File: src/rtl/keypad_pkg.sv
// Shared types and width helpers for the keypad scanner.
//   kp_state_e : scanner FSM states
//   clog2      : ceiling log2 usable in constant expressions
//   idx_w      : bits needed to index n items, never less than 1
//   key_w      : width of the linear key code for a ROWS x COLS matrix
package keypad_pkg;

    typedef enum logic [1:0] {
        SCAN      = 2'd0,
        DEB_PRESS = 2'd1,
        HELD      = 2'd2,
        DEB_REL   = 2'd3
    } kp_state_e;

    function automatic int unsigned clog2(input int unsigned n);
        int unsigned r;
        r = 0;
        for (int unsigned i = 0; i < 32; i++) begin
            if ((64'd1 << i) < 64'(n)) r = i + 1;
        end
        return r;
    endfunction

    function automatic int unsigned idx_w(input int unsigned n);
        return (n <= 1) ? 1 : clog2(n);
    endfunction

    function automatic int unsigned key_w(input int unsigned rows, input int unsigned cols);
        return idx_w(rows * cols);
    endfunction

endpackage

File: src/rtl/scan_tick.sv
// Column dwell divider: counts 0..SCAN_DIV-1 and flags the last dwell cycle.
//   clk, rst_n : clock, async active-low reset
//   clr        : synchronous restart of the dwell count
//   strobe_c   : high during the last cycle of each dwell
module scan_tick
    import keypad_pkg::*;
#(
    parameter int unsigned SCAN_DIV = 4
) (
    input  logic clk,
    input  logic rst_n,
    input  logic clr,
    output logic strobe_c
);

    localparam int unsigned DIV_W = idx_w(SCAN_DIV);

    logic [DIV_W-1:0] div_q;

    assign strobe_c = (div_q == DIV_W'(SCAN_DIV - 1));

    // Free-running dwell counter.
    always_ff @(posedge clk or negedge rst_n) begin
        if (!rst_n) begin
            div_q <= '0;
        end else if (clr || strobe_c) begin
            div_q <= '0;
        end else begin
            div_q <= div_q + DIV_W'(1);
        end
    end

endmodule

File: src/rtl/keypad_scanner.sv
// Matrix keypad scanner with press/release debounce and valid/ready key output.
//   clk, rst_n          : clock, async active-low reset
//   rows                : row sense, low = closed key in the driven column
//   cols                : column drive, exactly one bit low
//   key_code/key_valid  : accepted key index (row*COLS+col), held until key_ready
//   key_ready           : consumer accepts key_code
//   key_down            : accepted key still held
//   overrun / ovr_clr   : sticky dropped-key flag and its synchronous clear
module keypad_scanner
    import keypad_pkg::*;
#(
    parameter  int unsigned ROWS     = 4,
    parameter  int unsigned COLS     = 4,
    parameter  int unsigned SCAN_DIV = 4,
    parameter  int unsigned DEBOUNCE = 3,
    localparam int unsigned KEY_W    = key_w(ROWS, COLS)
) (
    input  logic             clk,
    input  logic             rst_n,
    input  logic [ROWS-1:0]  rows,
    output logic [COLS-1:0]  cols,
    output logic [KEY_W-1:0] key_code,
    output logic             key_valid,
    input  logic             key_ready,
    output logic             key_down,
    output logic             overrun,
    input  logic             ovr_clr
);

    localparam int unsigned ROW_W  = idx_w(ROWS);
    localparam int unsigned COL_W  = idx_w(COLS);
    localparam int unsigned CONF_W = idx_w(DEBOUNCE + 1);

    kp_state_e         state_q, state_d;
    logic [COL_W-1:0]  col_q, col_d;
    logic [ROW_W-1:0]  row_q, row_d;
    logic [CONF_W-1:0] conf_q, conf_d;
    logic [COLS-1:0]   cols_q;
    logic [KEY_W-1:0]  key_code_q, key_code_d;
    logic              key_valid_q, key_valid_d;
    logic              key_down_q, key_down_d;
    logic              overrun_q, overrun_d;

    logic              tick_c;
    logic              tick_clr_c;
    logic              accept_c;
    logic              any_low_c;
    logic [ROW_W-1:0]  low_row_c;
    logic [COL_W-1:0]  next_col_c;
    logic [KEY_W-1:0]  new_code_c;

    scan_tick #(
        .SCAN_DIV (SCAN_DIV)
    ) u_tick (
        .clk      (clk),
        .rst_n    (rst_n),
        .clr      (tick_clr_c),
        .strobe_c (tick_c)
    );

    assign any_low_c  = ~&rows;
    assign next_col_c = (col_q == COL_W'(COLS - 1)) ? '0 : col_q + COL_W'(1);
    assign new_code_c = KEY_W'(row_q) * KEY_W'(COLS) + KEY_W'(col_q);

    // Lowest-numbered closed row wins.
    always_comb begin
        low_row_c = '0;
        for (int i = int'(ROWS) - 1; i >= 0; i--) begin
            if (!rows[i]) low_row_c = ROW_W'(i);
        end
    end

    // Next-state and output logic.
    always_comb begin
        state_d     = state_q;
        col_d       = col_q;
        row_d       = row_q;
        conf_d      = conf_q;
        key_code_d  = key_code_q;
        key_valid_d = key_valid_q & ~key_ready;
        key_down_d  = key_down_q;
        overrun_d   = overrun_q & ~ovr_clr;
        accept_c    = 1'b0;
        tick_clr_c  = 1'b0;

        case (state_q)
            SCAN: begin
                if (tick_c) begin
                    if (any_low_c) begin
                        row_d   = low_row_c;
                        conf_d  = '0;
                        state_d = DEB_PRESS;
                    end else begin
                        col_d = next_col_c;
                    end
                end
            end
            DEB_PRESS: begin
                if (tick_c) begin
                    if (!rows[row_q]) begin
                        if (conf_q >= CONF_W'(DEBOUNCE - 1)) begin
                            accept_c = 1'b1;
                            conf_d   = '0;
                            state_d  = HELD;
                        end else begin
                            conf_d = conf_q + CONF_W'(1);
                        end
                    end else begin
                        conf_d  = '0;
                        col_d   = next_col_c;
                        state_d = SCAN;
                    end
                end
            end
            HELD: begin
                // Release commits on the all-high sample that sees the saturated count.
                if (tick_c) begin
                    if (any_low_c) begin
                        conf_d = '0;
                    end else if (conf_q >= CONF_W'(DEBOUNCE)) begin
                        conf_d  = '0;
                        state_d = DEB_REL;
                    end else begin
                        conf_d = conf_q + CONF_W'(1);
                    end
                end
            end
            DEB_REL: begin
                // Restart the dwell so the new column gets a full settling period.
                key_down_d = 1'b0;
                col_d      = next_col_c;
                tick_clr_c = 1'b1;
                state_d    = SCAN;
            end
            default: begin
                state_d = SCAN;
            end
        endcase

        if (accept_c) begin
            key_down_d = 1'b1;
            if (!key_valid_q || key_ready) begin
                key_code_d  = new_code_c;
                key_valid_d = 1'b1;
            end else begin
                overrun_d = 1'b1;
            end
        end
    end

    // State and output registers.
    always_ff @(posedge clk or negedge rst_n) begin
        if (!rst_n) begin
            state_q     <= SCAN;
            col_q       <= '0;
            row_q       <= '0;
            conf_q      <= '0;
            cols_q      <= ~COLS'(1);
            key_code_q  <= '0;
            key_valid_q <= 1'b0;
            key_down_q  <= 1'b0;
            overrun_q   <= 1'b0;
        end else begin
            state_q     <= state_d;
            col_q       <= col_d;
            row_q       <= row_d;
            conf_q      <= conf_d;
            cols_q      <= ~(COLS'(1) << col_q);
            key_code_q  <= key_code_d;
            key_valid_q <= key_valid_d;
            key_down_q  <= key_down_d;
            overrun_q   <= overrun_d;
        end
    end

    assign cols      = cols_q;
    assign key_code  = key_code_q;
    assign key_valid = key_valid_q;
    assign key_down  = key_down_q;
    assign overrun   = overrun_q;

endmodule

File: config.mk
export PLATFORM = sky130hd
export DESIGN_NAME = keypad_scanner
export DESIGN_NICKNAME = d
export VERILOG_FILES = /design/src/rtl/keypad_pkg.sv /design/src/rtl/scan_tick.sv /design/src/rtl/keypad_scanner.sv
export SDC_FILE = /design/constraint.sdc
export NUM_CORES = 1
export LEC_CHECK = 0
export CORE_ASPECT_RATIO = 0.9
export CORE_MARGIN = 5
export CORE_UTILIZATION = 45
export CTS_BUF_LIST = sky130_fd_sc_hd__clkbuf_16
export CTS_CLUSTER_SIZE = 8
export DETAILED_ROUTE_END_ITERATION = 10
export GPL_ROUTABILITY_DRIVEN = 1
export PLACE_DENSITY = 0.72
export SLEW_MARGIN = 20
export SYNTH_ARGS = -nofsm -noshare
export SYNTH_HDL_FRONTEND = slang
export SYNTH_HIERARCHICAL = 1
export SYNTH_SLANG_ARGS = --single-unit
File: constraint.sdc
create_clock -name clk -period 2.9 [get_ports clk]
set_input_delay 0.58 -clock clk [delete_from_list [all_inputs] [get_ports clk]]
set_output_delay 0.58 -clock clk [all_outputs]
set_load 0.01 [all_outputs]
# Yosys cells after proc, flatten, opt, wreduce, memory -nomap -nowiden
# Cells that the tools add are included.
[word_totals] reg_bits=21 input_bits=8 out_inout_bits=11 wordCells=93
[op_classes] add_sub_neg=4 magnitude_cmp=3 n_eq_ne=14 shifts=1 n_mux=42 bitwise_logic=6 n_reduce_logical=13
[op_table] cell="$mux 2" n=26
[op_table] cell="$mux 1" n=12
[op_table] cell="$pmux 2 s3" n=2
[op_table] cell="$ne 2x2->1 const B" n=5
[op_table] cell="$reduce_and 5->1" n=2
[op_table] cell="$eq 2x2->1 const B" n=4
[op_table] cell="$pmux 2 s4" n=1
[op_table] cell="$reduce_and 7->1" n=1
[op_table] cell="$add 2x1->2 const B" n=3
[op_table] cell="$ne 2x1->1 const B" n=3
[op_table] cell="$reduce_bool 3->1" n=2
[op_table] cell="$add 4x2->4" n=1
[op_table] cell="$ge 2x2->1 const B" n=2
[op_table] cell="$not 4->4" n=1
[op_table] cell="$reduce_and 4->1" n=1
[op_table] cell="$shl 1x2->4 const A" n=1
[op_table] cell="$lt 2x3->1 const B" n=1
[op_table] cell="$ne 3x3->1 const B" n=1
[op_table] cell="$not 1->1" n=3
[op_table] cell="$reduce_and 3->1" n=1
[op_table] cell="$and 1x1->1" n=2
[op_table] cell="$bmux 1 s2" n=1
[op_table] cell="$eq 2x1->1 const B" n=1
[op_table] cell="$logic_not 2->1" n=1
[op_table] cell="4 further kinds" n=5

# Logic depth before layout (Yosys ltp)
# Gate-level depths: netlist of run 1.
[depth] word_depth=6 ltp_mapped=6 mapped_depth_nobuf=6

# Cells and area by module
# The synthesis of run 1 kept the hierarchy.
[by_module_without_submodules] mod="keypad_scanner" instances=1 cells_per_inst=100 area_per_inst_um2=1094.8 seq_area_each_um2=479.2
[by_module_without_submodules] mod="scan_tick" instances=1 cells_per_inst=5 area_per_inst_um2=85.1 seq_area_each_um2=50.0

# Worst setup path after synthesis of run 1
# OpenSTA, ideal clock, no wires.
[synth_timing] path_kind="input to register" startpoint="input port rows[3]" endpoint="register key_code_q[0] (netlist: key_code[0])" arrival_time_ns=1.965 path_slack_ns=0.810 cell_stages=4 path_cell_list="mux4_2 > or3_4 > nor2b_4 > mux2_4"
[synth_via] elab_chain_len=6
[synth_lines] element="from (decl)" line="keypad_scanner.sv:20" source="input logic [ROWS-1:0] rows,"
[synth_lines] element="$bmux 1 s2" line="keypad_scanner.sv:100" source="if (!rows[row_q]) begin"
[synth_lines] element="$mux 1 (implied by the code)" line="keypad_scanner.sv:100"
[synth_lines] element="$mux 1" line="keypad_scanner.sv:100"
[synth_lines] element="$mux 1" line="keypad_scanner.sv:99" source="if (tick_c) begin"
[synth_lines] element="$mux 1" line="keypad_scanner.sv:86" source="case (state_q)"
[synth_lines] element="$reduce_and 2->1 (no source line)"
[synth_lines] element="to (signal assigned)" line="keypad_scanner.sv:169" source="key_code_q <= key_code_d;"
[synth_lines] element="to (decl)" line="keypad_scanner.sv:39" source="logic [KEY_W-1:0] key_code_q, key_code_d;"
# No other way between the ends. The select of a mux whose other input is x is not followed.
# A chain may end at the register's enable or synchronous reset.

# Final worst setup path of run 1
[layout_timing] startpoint="input port rows[0]" endpoint="register key_code_q[0] (netlist: key_code[0])"
# The elaborated chain is that of the path after synthesis.

==> results by group, run 1 <==
Route
  – Wire per inst: 13.5 um
  – DRT iter0 DRCs: 20
  – Pre-antenna DRT Iters: 4
  – ANT nets after route: 0
  – DRC: 0
  – Via/cell ratio: 5.18
  – Total Wirelength: 2080 um
  – Vias: 797

Setup path
  – CP Launch Type: primary input
  – Crit path kind: in2reg
  – CP required: 3.03 ns
  – CP Max Fanout: 5
  – Flop2flop setup slack: 0.91 ns
  – Arrival @ worst endpoint: 2.52 ns
  – CP Capture Type: flop

Die
  – Die area: 3750 um^2
  – I/O pin count: 19
  – Starting Density: 47.4%
  – Die height: 58.6 um
  – Core Area: 2490 um^2
  – Die W: 64.0 um
  – Core Rows: 17

Power and ir drop
  – Total power: 1.28 mW
  – Sw frac: 33.3%
  – Comb power frac: 40.1%
  – Clk pwr share: 22.1%
  – VDD IR-drop max: 0.000654 V
  – Pint: 855 uW
  – Leak pwr: 0.683 nW
  – Sw Pwr: 427 uW
  – Pwr per Cell Area: 869 nW/um^2
  – Sequential power share: 37.8%

Clock network
  – Postcts setup bufs: 0
  – Max Root-Sink Buffers: 2
  – Worst skew pair latency: 0.25 ns
  – CTS tree: built
  – Hold buffer count at CTS: 0
  – Clk slew on worst S/H paths: 0.06 ns
  – Post-CTS sizing: 0
  – H-tree Lvls: 1
  – Num Clock Sinks: 21
  – Num CTS Buffers: 3
  – Root Driver: clkbuf_16

STA
  – Fin. max-slew vios: 0
  – Worst Max-Slew Pin Slew: 0.426 ns
  – TNS Setup: 0 ns
  – Setup Skew: 0.00144 ns
  – Max Freq: 420 MHz
  – Final period utilization: 82.1%
  – Final min period: 2.38 ns
  – Worst slew margin relative to its limit: 71.4%
  – Final hold viol count: 0
  – Final setup vio count: 0
  – RSZ-0062 raised after global routing: no
  – Worst hold slack: 0.471 ns

Global routing
  – Grt met2 use: 18.9%
  – Layer carrying the most global-route usage: met2
  – Initial antenna violation count: 0
  – Grt ovf: 0
  – Met3 Use GR: 4.58%
  – Number of global-route vias before repair: 820
  – Met1 usage: 17.4%
  – Largest net degree at the start of global routing: 22
  – GRT Resource Usage Total: 12.7%
  – First-pass GRT wire length: 3760 um

Logic synthesis
  – Cell Area, Synth: 1180 um^2
  – Register area share after synthesis: 44.9%
  – Post-synth cell types: 32
  – Syn Area/Cell: 11.2 um^2
  – #FFs+latches synth: 21
  – Syn nets: 128
  – Syn. warnings: 6
  – Synth Instances: 105

Placed design
  – RePlAce Congestion: 0.772
  – PortBufs: 18
  – Detailed placement HPWL: 1570 um

Flow run
  – Max cap viols: 0

Final layout
  – Share of cells above drive strength 1: 15.1%
  – P&R area growth vs syn: 25.0%
  – Antenna Cells: 0
  – Commonest non-fill, non-tap cells in the layout: dfrtp_1, clkdlybuf4s50_1, inv_1, ha_1, nor2_1
  – # nets final: 150

Outcome
  – Status: finished clean

Min path
  – Hold Path Class: reg2reg
-- kinds of logic after synthesis --
| logic type | Yosys count | share of synthesized area (%) |
|---|---|---|
| muxes | 9 | 10.6 |
| adders and majority gates | 15 | 15.9 |
| AOI/OAI and AO/OA | 20 | 11.6 |
| and+or+nand+nor | 22 | 11.3 |
| DFF | 21 | 44.9 |
| buffers and inverters | 18 | 5.73 |
-- final cells by class --
cell class,instances,area (um^2)
Clock buffer,3,75.1
Clock inverter,1,5.00
Fill cell,207,1010
Inverter,16,60.1
Multi-Input combinational cell,66,583
Sequential cell,21,529
Tap cell,28,35.0
Timing Repair Buffer,19,188
-- critical path, stage by stage --
cell,delay [ns]
clkdlybuf4s50_1,0.47
mux4_2,0.51
or3_4,0.44
nor2b_4,0.20
mux2_4,0.32
-- through the flow --
step | instance area (um^2) | worst slack [ns] | std cells | utilization [%]
finish | 1480 | 0.518 | 154 | 59.3
global route | 1480 | 0.442 | 154 | 59.3
CTS | 1480 | 0.514 | 154 | 59.3
detailed placement | 1400 | 0.244 | 150 | 56.1
global placement | 1400 | 0.285 | 150 | 56.1
floorplan | 1180 | 0.810 | 105 | -
-- sequential cells by signal, indices dropped and copies added, names as in the netlist, named ones only --
name and flops:
key_code 4, cols 4, u_tick/div_q 2, key_valid 1, key_down 1, col_q 2, conf_q 2, row_q 2
state_q 1, overrun 1
-- cell usage after synthesis --
master / instances / area (um^2)
a211o_1: 1 / 8.76
a211oi_1: 1 / 7.51
a21boi_0: 1 / 7.51
a21oi_1: 5 / 25.0
a22oi_1: 1 / 7.51
a311oi_1: 1 / 8.76
a31oi_1: 1 / 6.26
a32oi_1: 2 / 17.5
and4_1: 1 / 8.76
clkbuf_1: 2 / 7.51
dfrtp_1: 18 / 450
dfstp_2: 3 / 78.8
ha_1: 15 / 188
inv_1: 16 / 60.1
mux2_2: 2 / 22.5
mux2_4: 4 / 60.1
mux2i_1: 2 / 20.0
mux4_2: 1 / 22.5
nand2_1: 3 / 11.3
nand2b_1: 1 / 6.26
nand4_1: 2 / 12.5
nor2_1: 8 / 30.0
nor2b_4: 1 / 13.8
nor3_1: 2 / 10.0
nor3_2: 1 / 10.0
nor3b_1: 1 / 7.51
nor3b_2: 1 / 12.5
o21ai_0: 2 / 10.0
o21bai_1: 1 / 7.51
o22ai_1: 2 / 12.5
o2bb2ai_1: 2 / 17.5
or3_4: 1 / 11.3
-- power groups by stage --
| stage | logic, mW | clock network [mW] | registers (mW) |
|---|---|---|---|
| 2_1_floorplan | 0.329 | 0 | 0.493 |
| 3_3_place_gp | 0.506 | 0 | 0.482 |
| 3_5_place_dp | 0.515 | 0 | 0.489 |
| 4_1_cts | 0.518 | 0.292 | 0.485 |
| 5_1_grt | 0.586 | 0.302 | 0.503 |
| 6_report | 0.514 | 0.284 | 0.485 |
-- final timing paths --
path / to / start / cells after the start
max reg2reg: key_code[0] / row_q[1] / 4
max: key_code[0] / rows[0] / 5
min reg2reg: u_tick/div_q[0] / u_tick/div_q[0] / 1
max in group asynchronous: cols[2] / rst_n / 2
min in group asynchronous: state_q[0] / rst_n / 2
min: u_tick/div_q[0] / u_tick/div_q[0] / 1
-- metal layers --
layer  wire (um)  vias up
met5           0        -
met4          11        0
met2         910       18
li1            -      401
met1        1040      376
met3         113        2
(Power assumes the default switching activity.)
==> run 2: changes to the inputs <==
==> constraint.sdc (replaced) <==
create_clock -name clk -period 2.2 [get_ports clk]
set_input_delay 0.44 -clock clk [delete_from_list [all_inputs] [get_ports clk]]
set_output_delay 0.44 -clock clk [all_outputs]
set_load 0.01 [all_outputs]
==> results by group, run 2 (synthesized netlist as in run 1, its figures left out) <==
Placed design
  – Detailed placement HPWL: 1860 um
  – Placed insts: 158
  – Post-DP Area: 1460 um^2
  – PortBufs: 18
  – DP Worst Slack: -0.293 ns
  – RePlAce Congestion: 0.767

Global routing
  – First-pass GRT wire length: 4120 um
  – Largest net degree at the start of global routing: 22
  – GRT Resource Usage Total: 14.0%
  – Number of global-route vias before repair: 916
  – Grt ovf: 0
  – Initial antenna violation count: 0

Clock network
  – Hold buffer count at CTS: 0
  – Clk slew on worst S/H paths: 0.06 ns
  – Num Clock Sinks: 21
  – H-tree Lvls: 1
  – CTS tree: built
  – Worst skew pair latency: 0.25 ns
  – Max Root-Sink Buffers: 2
  – Root Driver: clkbuf_16
  – Num CTS Buffers: 3

STA
  – Max Freq: 465 MHz
  – Final period utilization: 97.8%
  – Final hold viol count: 0
  – Worst hold slack: 0.456 ns
  – Worst slew margin relative to its limit: 74.3%
  – Final setup vio count: 0
  – TNS Setup: 0 ns
  – RSZ-0062 raised after global routing: no
  – Worst Max-Slew Pin Slew: 0.382 ns
  – Setup ws final: 0.0495 ns
  – Final min period: 2.15 ns
  – Setup Skew: 0.00194 ns
  – Fin. max-slew vios: 0

Route
  – Vias: 853
  – ANT nets after route: 0
  – Via/cell ratio: 5.23
  – Pre-antenna DRT Iters: 3
  – Wire per inst: 14.7 um
  – Total Wirelength: 2400 um
  – DRC: 0
  – DRT iter0 DRCs: 10

Min path
  – Hold path depth: 1
  – Hold Path Class: reg2reg
  – HP Start: u_tick/div_q[0]
  – Worst Hold End: u_tick/div_q[0]

Power and ir drop
  – VDD IR-drop max: 0.000685 V
  – Total power: 1.76 mW
  – Pwr per Cell Area: 1140 nW/um^2
  – Leak pwr: 0.729 nW

Setup path
  – Reg-to-reg endpoint: key_code[3]
  – CP Launch Type: primary input
  – Arrival @ worst endpoint: 2.29 ns
  – Crit path kind: in2reg
  – Reg-to-Reg Start: row_q[1]
  – FF-to-FF path depth: 4
  – CP Max Fanout: 4
  – Flop2flop setup slack: 0.20 ns
  – CP required: 2.33 ns
  – CP Capture Type: flop

Final layout
  – # nets final: 159
  – P&R area growth vs syn: 30.6%
  – Util after Layout: 61.9%
  – Final instance area: 1540 um^2
  – Share of cells above drive strength 1: 20.7%
  – Commonest non-fill, non-tap cell in the layout: dfrtp_1
  – Non-Filler Instances: 163
  – Commonest non-fill, non-tap cells in the layout: dfrtp_1, clkdlybuf4s50_1, inv_1, ha_1, buf_4
  – Antenna Cells: 0
  – # fillers: 204

Die
  – Starting Density: 47.4%
  – Die area: 3750 um^2
  – Die W: 64.0 um
  – I/O pin count: 19
  – Die height: 58.6 um
  – Core Rows: 17
  – Core Area: 2490 um^2

Flow run
  – Max cap viols: 0

Outcome
  – Status: finished clean
==> run 2: cell count changes in the layout (fill, tap and decap cells not counted) <==
| cell | previous run | this run |
|---|---|---|
| buf_4 | 1 | 10 |
| clkdlybuf4s50_1 | 18 | 17 |
| dlygate4sd2_1 | 0 | 1 |
==> run 2: power by group <==
| group | leakage, nW | internal [mW] | switching (mW) |
|---|---|---|---|
| clock | 0.0409 | 0.244 | 0.133 |
| combinational | 0.421 | 0.389 | 0.361 |
| sequential | 0.267 | 0.535 | 0.103 |
==> run 2: worst max-delay path, stage by stage <==
cell and delay, ns:
clkdlybuf4s50_1 0.42, mux4_2 0.48, or3_4 0.43, nor2b_4 0.20
mux2_4 0.32
==> run 2: area by class of cell <==
class,count,area [um^2],share of cell area (%)
well taps,28,35.0,2.27
clock buffers,3,75.1,4.87
inverters,16,60.1,3.90
flip-flops and latches,21,529,34.3
clock inverters,1,5.00,0.325
multi-input cells,66,583,37.8
repair buffers,28,254,16.5
==> run 2: how the worst max path moves through the flow <==
stage / slack, ns / from / end / cells after the start
floorplan: 0.25 / rows[3] / key_code[0] / 4
global placement: -0.22 / rows[3] / key_code[2] / 5
detailed placement: -0.29 / rows[3] / key_code[0] / 5
CTS: 0.04 / rows[2] / key_code[0] / 5
global route: 0.006 / rows[0] / key_code[2] / 5
finish: 0.05 / rows[0] / key_code[3] / 5
==> run 2: routing by layer <==
metal | vias up | GRT usage, % | part of all wire, %
met5 | - | 0 | 0
met1 | 413 | 16.5 | 43
li1 | 421 | - | -
met4 | 0 | 2.67 | 0.46
met3 | 2 | 4.20 | 5.3
met2 | 17 | 25.4 | 52
==> run 2: what timing repair did <==
item	in CTS	in global routing
endpoints found under the hold margin	0	0
setup buffers	1	0
resized for setup	1	0
setup endpoints to repair	4	0
==> run 3: changes to the inputs <==
--- a/config.mk
+++ b/config.mk
@@ -6,7 +6,7 @@
 export NUM_CORES = 1
 export LEC_CHECK = 0
 export CORE_ASPECT_RATIO = 0.9
-export CORE_MARGIN = 5
+export CORE_MARGIN = 10
 export CORE_UTILIZATION = 45
 export CTS_BUF_LIST = sky130_fd_sc_hd__clkbuf_16
 export CTS_CLUSTER_SIZE = 8
@@ -18,3 +18,4 @@
 export SYNTH_HDL_FRONTEND = slang
 export SYNTH_HIERARCHICAL = 1
 export SYNTH_SLANG_ARGS = --single-unit
+export TNS_END_PERCENT = 50
==> results by group, run 3 (synthesized netlist as in run 1, its figures left out) <==
Die
  – Die height: 68.6 um
  – Core Area: 2490 um^2
  – Starting Density: 47.4%
  – I/O pin count: 19
  – Core Rows: 17
  – Die W: 74.0 um
  – Die area: 5070 um^2

Clock network
  – Max Root-Sink Buffers: 2
  – Num CTS Buffers: 3
  – Clk slew on worst S/H paths: 0.06 ns
  – Num Clock Sinks: 21
  – Root Driver: clkbuf_16
  – CTS tree: built
  – Worst skew pair latency: 0.25 ns
  – H-tree Lvls: 1

Route
  – ANT nets after route: 0
  – DRT iter0 DRCs: 22
  – Pre-antenna DRT Iters: 4
  – Wire per inst: 15.1 um
  – DRC: 0
  – Via/cell ratio: 5.30
  – Vias: 864
  – Total Wirelength: 2460 um

Outcome
  – Status: finished clean

Power and ir drop
  – Pint: 1.17 mW
  – VDD IR-drop max: 0.000793 V
  – Comb power frac: 42.0%
  – Clk pwr share: 21.8%
  – Sequential power share: 36.2%
  – Sw Pwr: 597 uW
  – Leak pwr: 0.729 nW
  – Pwr per Cell Area: 1140 nW/um^2
  – Sw frac: 33.9%
  – Total power: 1.76 mW

STA
  – Final hold viol count: 0
  – RSZ-0062 raised after global routing: no
  – Final min period: 2.10 ns
  – Max Freq: 476 MHz
  – Final setup vio count: 0
  – Fin. max-slew vios: 0
  – TNS Setup: 0 ns
  – Worst hold slack: 0.470 ns
  – Worst Max-Slew Pin Slew: 0.416 ns
  – Setup Skew: 0.00325 ns
  – Setup ws final: 0.100 ns
  – Final period utilization: 95.4%
  – Worst slew margin relative to its limit: 72.1%

Setup path
  – CP Capture Type: flop
  – Slowest CP cell: mux4_2
  – Critical path's top delay family: multiplexers
  – Timing endpoint of the critical path: key_code[3]
  – Flop2flop setup slack: 0.26 ns
  – Crit path kind: in2reg
  – CP required: 2.34 ns
  – CP Buf/Inv Count: 1
  – CP Max Fanout: 4
  – Reg-to-Reg Start: row_q[1]
  – Reg-to-reg endpoint: key_code[3]
  – Arrival @ worst endpoint: 2.24 ns
  – CP Launch Type: primary input
  – WP depth: 5
  – CP cell instances: clkdlybuf4s50_1 -> mux4_2 -> or3_4 -> nor2b_4 -> mux2_4
  – FF-to-FF path depth: 4
  – CP max stage delay: 0.49 ns
  – Crit path from: rows[1]

Placed design
  – RePlAce Congestion: 0.817
  – Detailed placement HPWL: 1970 um
  – Placed insts: 158
  – Post-DP Area: 1460 um^2
  – DP Worst Slack: -0.299 ns
  – PortBufs: 18

Final layout
  – Antenna Cells: 0
  – Commonest non-fill, non-tap cell in the layout: dfrtp_1
  – Non-Filler Instances: 163
  – Commonest non-fill, non-tap cells in the layout: dfrtp_1, clkdlybuf4s50_1, inv_1, ha_1, buf_4
  – P&R area growth vs syn: 30.6%
  – Util after Layout: 61.9%
  – Share of cells above drive strength 1: 20.7%
  – # nets final: 159
  – Final instance area: 1540 um^2

Global routing
  – First-pass GRT wire length: 4220 um
  – Number of global-route vias before repair: 907
  – Largest net degree at the start of global routing: 22
  – Grt ovf: 0
  – GRT Resource Usage Total: 10.6%
  – Initial antenna violation count: 0

Min path
  – Hold Path Class: reg2reg

Flow run
  – Max cap viols: 0
## run 3: cell counts in the layout (fill, tap and decap cells not counted)
No cell type changed its count.
## run 3: repair_timing
action / 4_1_cts / 5_1_grt
buffers inserted: 1 / 0
resized for setup: 1 / 0
pin swaps: 0 / 1
endpoints found under the setup margin: 4 / 4
cloned: 0 / 0
hold endpoints to repair: 0 / 0
hold buffers: 0 / 0
## run 3: worst min-delay path by stage
stage | endpoint | cells after the start | start | slack, ns
finish | u_tick/div_q[0] | 1 | u_tick/div_q[0] | 0.47
global placement | u_tick/div_q[0] | 1 | u_tick/div_q[0] | 0.44
detailed placement | u_tick/div_q[0] | 1 | u_tick/div_q[0] | 0.46
floorplan | async pin | 0 | rst_n | 0.14
CTS | u_tick/div_q[0] | 1 | u_tick/div_q[0] | 0.47
global route | u_tick/div_q[0] | 1 | u_tick/div_q[0] | 0.50
## run 3: worst register-to-register path: stages, from the launching register on
cell	delay [ns]
dfrtp_1	0.40
mux4_2	0.54
or3_4	0.36
nor2b_4	0.21
mux2_4	0.32
## run 3: layer usage
| layer | track usage [%] | wire [um] | vias to the layer above |
|---|---|---|---|
| li1 | - | - | 424 |
| met1 | 12.3 | 1070 | 414 |
| met2 | 17.6 | 1170 | 22 |
| met3 | 5.14 | 198 | 4 |
| met4 | 2.09 | 19 | 0 |
| met5 | 0 | 0 | - |
## run 3: power groups by stage
| stage | combinational, mW | sequential [mW] | clock (mW) |
|---|---|---|---|
| 2_1_floorplan | 0.434 | 0.650 | 0 |
| 3_3_place_gp | 0.704 | 0.637 | 0 |
| 3_5_place_dp | 0.733 | 0.647 | 0 |
| 4_1_cts | 0.750 | 0.640 | 0.393 |
| 5_1_grt | 0.837 | 0.662 | 0.413 |
| 6_report | 0.742 | 0.638 | 0.384 |
## run 3: cell type report
cell class                      count  area (um^2)
Fill cell                         201          947
Multi-Input combinational cell     66          583
Sequential cell                    21          529
Timing Repair Buffer               28          254
Clock buffer                        3         75.1
Inverter                           16         60.1
Tap cell                           28         35.0
Clock inverter                      1         5.00
